--- config.mk ---
export PLATFORM = sky130hd
export DESIGN_NAME = pattern_serializer
export DESIGN_NICKNAME = d
export VERILOG_FILES = /design/src/rtl/pattern_serializer.sv
export SDC_FILE = /design/constraint.sdc
export NUM_CORES = 1
export LEC_CHECK = 0
export ABC_AREA = 1
export CAP_MARGIN = 10
export CELL_PAD_IN_SITES_DETAIL_PLACEMENT = 0
export CELL_PAD_IN_SITES_GLOBAL_PLACEMENT = 1
export CORE_MARGIN = 1.5
export CORE_UTILIZATION = 40
export CTS_CLUSTER_DIAMETER = 120
export CTS_CLUSTER_SIZE = 8
export DETAILED_ROUTE_END_ITERATION = 10
export GPL_ROUTABILITY_DRIVEN = 1
export PLACE_DENSITY = 0.86
export RECOVER_POWER = 50
export SYNTH_ARGS = -nofsm -noshare
export SYNTH_HDL_FRONTEND = slang
export SYNTH_SLANG_ARGS = --single-unit
--- constraint.sdc ---
create_clock -name clk -period 1.75 [get_ports clk]
set_input_delay 0.35 -clock clk [delete_from_list [all_inputs] [get_ports clk]]
set_output_delay 0.35 -clock clk [all_outputs]
set_load 0.05 [all_outputs]
--- src/rtl/pattern_serializer.sv ---
// pattern_serializer: accepts parallel words over a valid/ready handshake
// and shifts them out MSB first, one bit per clock. A single holding
// register lets consecutive words stream back to back with no gap cycles.
// A wrapping 16-bit counter records how many words were fully shifted.
module pattern_serializer #(
    parameter int   WIDTH    = 8,
    parameter logic IDLE_BIT = 1'b0
) (
    input  logic             clk,
    input  logic             reset,
    input  logic [WIDTH-1:0] data_in,
    input  logic             data_valid,
    output logic             data_ready,
    output logic             ser_out,
    output logic             ser_valid,
    output logic             busy,
    output logic [15:0]      words_sent
);

    localparam int CW = (WIDTH > 2) ? $clog2(WIDTH) : 1;
    localparam logic [CW-1:0] LAST_BIT = CW'(WIDTH - 1);

    typedef enum logic {
        S_IDLE  = 1'b0,
        S_SHIFT = 1'b1
    } state_t;

    state_t           r_state;
    state_t           w_state_next;
    logic [WIDTH-1:0] r_sh;
    logic [WIDTH-1:0] w_sh_next;
    logic [CW-1:0]    r_cnt;
    logic [CW-1:0]    w_cnt_next;
    logic [WIDTH-1:0] r_hold;
    logic [WIDTH-1:0] w_hold_next;
    logic             r_hold_full;
    logic             w_hold_full_next;
    logic [15:0]      r_words_sent;
    logic [15:0]      w_words_sent_next;
    logic             w_accept;

    // Ready depends only on the holding flag, never on data_valid.
    assign data_ready = !r_hold_full;
    assign w_accept   = data_valid && !r_hold_full;

    // Moore outputs decoded from the current state and registers.
    assign ser_out    = (r_state == S_SHIFT) ? r_sh[WIDTH-1] : IDLE_BIT;
    assign ser_valid  = (r_state == S_SHIFT);
    assign busy       = (r_state == S_SHIFT) || r_hold_full;
    assign words_sent = r_words_sent;

    // Next-state logic: loading, shifting, hold management and word counting.
    always_comb begin
        w_state_next      = r_state;
        w_sh_next         = r_sh;
        w_cnt_next        = r_cnt;
        w_hold_next       = r_hold;
        w_hold_full_next  = r_hold_full;
        w_words_sent_next = r_words_sent;
        case (r_state)
            S_IDLE: begin
                if (w_accept) begin
                    w_sh_next    = data_in;
                    w_cnt_next   = '0;
                    w_state_next = S_SHIFT;
                end
            end
            S_SHIFT: begin
                if (r_cnt != LAST_BIT) begin
                    w_sh_next  = r_sh << 1;
                    w_cnt_next = r_cnt + 1'b1;
                    if (w_accept) begin
                        w_hold_next      = data_in;
                        w_hold_full_next = 1'b1;
                    end
                end else begin
                    // Last bit of the current word leaves this cycle.
                    w_words_sent_next = r_words_sent + 16'd1;
                    if (r_hold_full) begin
                        w_sh_next        = r_hold;
                        w_hold_full_next = 1'b0;
                        w_cnt_next       = '0;
                    end else if (w_accept) begin
                        w_sh_next  = data_in;
                        w_cnt_next = '0;
                    end else begin
                        w_state_next = S_IDLE;
                    end
                end
            end
            default: begin
                w_state_next = S_IDLE;
            end
        endcase
    end

    // State and datapath registers; reset discards any in-flight or held word.
    always_ff @(posedge clk or negedge reset) begin
        if (!reset) begin
            r_state      <= S_IDLE;
            r_sh         <= '0;
            r_cnt        <= '0;
            r_hold       <= '0;
            r_hold_full  <= 1'b0;
            r_words_sent <= 16'd0;
        end else begin
            r_state      <= w_state_next;
            r_sh         <= w_sh_next;
            r_cnt        <= w_cnt_next;
            r_hold       <= w_hold_next;
            r_hold_full  <= w_hold_full_next;
            r_words_sent <= w_words_sent_next;
        end
    end

endmodule
==> metrics.md, run 1 <==
| Metric | Value |
|---|---|
| Status | complete, but fails checks |
| Failing checks | design-rule violations |
| Worst-Margin Slew | 0.918 ns |
| CP Data Required Time | 1.40 ns |
| CTS buffer count | 5 |
| Antenna Cells | 0 |
| Clock Latency Late Sink | approximately 0.28 ns |
| Number of buffers added on ports | 30 |
| Commonest non-fill, non-tap cells in the layout | nand2_1 (41), dfrtp_1 (37), inv_1 (31), nand3_1 (18), o211ai_1 (12) |
| Buffer and inverter count on the worst path | 2 |
| Final min period | between 1.5 and 2 ns |
| Synth Flop Type | dfrtp_1 |
| CTS sink cnt | 37 |
| Worst-path fanout max | 8 |
| Skew final | 0.00357 ns |
| Post-route clock period utilization | 0.928 |
| F_max | 0.616 GHz |
| Post-Syn Instances | 200 |
| Worst Path Arrival | 1.27 ns |
| CTS tree | done |
| Post-synth EDFFs | 0 |
| Starting Density | 0.427 |
| Hold Crit Class | register to register |
| Vias per Instance | 5.02 |
| Routability congestion estimate | between 0.7 and 0.8 |
| FF+latch count, synth | 37 |
| Static Leakage | 1.17 nW |
| Max Cap Viol | 0 |
| RSZ-0062 raised after global routing | false |
| Drt first pass iters | 7 |
| VDD IR max | between 700 and 800 uV |
| CP startpoint kind | register |
| Syn-to-layout area delta | 24.8% |
| Post-DP HPWL | 2.69 mm |
| Cell Rows | 24 |
| Yosys cell types | 29 |
| Vias in the first global route | 1457 |
| Mapped cell area | 1900 sq um |
| Worst Setup End Kind | output port |
| # DRC | 3 |
| Global-route wire length before repair | 6.48 mm |
| Critical path class | register to output port |
| CTS root buf | clkbuf_8 |
| Setup_tns | 0 ns |
| Avg WL per Cell | between 10 and 15 um |
| Rel. slew slack | 0.388 |
| Filler cell count | 438 |
| Initial antenna violation count | 0 |
| Reg clk slew, reported paths | 0.08 ns |
| Setup Fix Bufs, Post-CTS | 0 |
| Share of layout cells above drive strength 1 | 0.172 |
| Die width | 71.8 um |
| Core Area | approximately 4400 sq um |
| Number of nets in the layout | 253 |
| H-tree Lvls | 2 |
| Setup violations, final | 0 |
| Slowest CP cell | dfrtp_1 |
| Top delay family on crit path | flip-flops |
| Commonest non-fill, non-tap cell in the layout | nand2_1 |
| Async set-reset flop share out of synthesis | 1.00 |
| Post-layout util | 0.532 |
| YS warnings | 0 |
| Die H | 71.8 um |
| Hold Fails Final Rpt | 0 |
| Net Count, Synth | 215 |
| Starting DRC count in detailed routing | 84 |
| Clock Path Buffers | 2 |
| Die area | approximately 5200 sq um |
| Slew Viols, Final | 0 |
| Power Density | 1470 nW/um^2 |
| Gr usage total | 0.159 |
| GR Overflow Total | 0 |
| Critical-path cell list | nand2_1 > inv_1 > buf_12 |
| Vias post-DR | 1462 |
| Antenna Nets Post-Route | 0 |
| Largest net degree at the start of global routing | 38 |
| Sequential fraction of the synthesis area | 0.488 |
| Slowest cell delay on critical path | 0.61 ns |
| Syn Area/Cell | 9.48 sq um |
| Drt total wl | 3.72 mm |
| # IOs | 31 |
per-layer routing:
metal / vias to the layer above / GRT usage / share of wire
met2: 31 / 0.262 / 0.47
met4: 0 / 0.0440 / 0.0021
met3: 2 / 0.0352 / 0.041
met5: - / 0 / 0
met1: 697 / 0.212 / 0.48
li1: 732 / - / -
area by class of cell:
type	instances	area, sq um	area share
multi-input cells	128	845	0.357
clock inverters	2	37.5	0.0159
flip-flops and latches	37	926	0.392
inverters	33	126	0.0534
well taps	52	65.1	0.0275
clock buffers	6	82.6	0.0349
repair buffers	33	283	0.120
sequential cells by signal, indices dropped and copies added (netlist names):
signal and count:
ser_valid 1, r_cnt 3, r_hold 8, words_sent 16
r_sh 8, r_hold_full 1
path summary, 6_finish.rpt:
| kind | slack, ns | cells after the start | start | end |
|---|---|---|---|---|
| max reg2reg | 0.16 | 7 | r_cnt[0] | r_sh[7] |
| max in group asynchronous | 0.45 | 2 | reset | r_hold[4] |
| max | 0.13 | 3 | ser_valid | ser_out |
| min in group asynchronous | 0.73 | 2 | reset | words_sent[3] |
| min reg2reg | 0.48 | 1 | r_cnt[0] | r_cnt[0] |
| min | 0.48 | 1 | r_cnt[0] | r_cnt[0] |
cell families after synthesis:
kind of cell,after synthesis,share of synthesized area
AOI/OAI and AO/OA,23,0.0779
and+or+nand+nor,85,0.235
adders and majority gates,4,0.0264
muxes,7,0.0554
buffers and inverters,35,0.0752
xor gates and xnor gates,9,0.0416
DFF,37,0.488
cell usage after synthesis (2+ instances only):
master    instances  area (sq um)
xnor2_1           5          43.8
o211ai_1         12          90.1
xor2_1            4          35.0
dfrtp_1          37           926
nand4_1           4          25.0
ha_1              4          50.1
nand2_1          41           154
o21ai_0           8          40.0
nor3_1            3          15.0
mux2_4            7           105
nor2_1            9          33.8
nand3_1          18          90.1
inv_1            31           116
nor2_4            2          22.5
power breakdown:
group,internal [mW],leakage (nW),switching [mW]
combinational,0.580,0.639,0.823
clock,0.463,0.0574,0.307
sequential,1.11,0.474,0.192
stage by stage:
stage	area (sq um)	power (mW)	setup WS [ns]	hold WS (ns)	instances
3_5_place_dp	2280	2.72	0.00471	0.470	283
4_1_cts	2400	3.52	0.0888	0.435	291
3_3_place_gp	2280	2.70	0.0511	0.464	283
2_1_floorplan	1900	2.29	0.106	0.0544	200
5_1_grt	2360	3.70	0.0267	0.502	291
6_report	2360	3.48	0.126	0.478	291
repair_timing:
item | in CTS | in global routing
resized for setup | 1 | 2
hold buffers | 0 | 0
setup endpoints to repair | 2 | 6
hold endpoints to repair | 0 | 0
(Power assumes the default switching activity.)
==> run 2: changes to the inputs <==
Settings changed: CAP_MARGIN 10 to 40.
==> results of run 2 <==
Same layout as run 1: the final DEF is identical, and so are final timing and power.
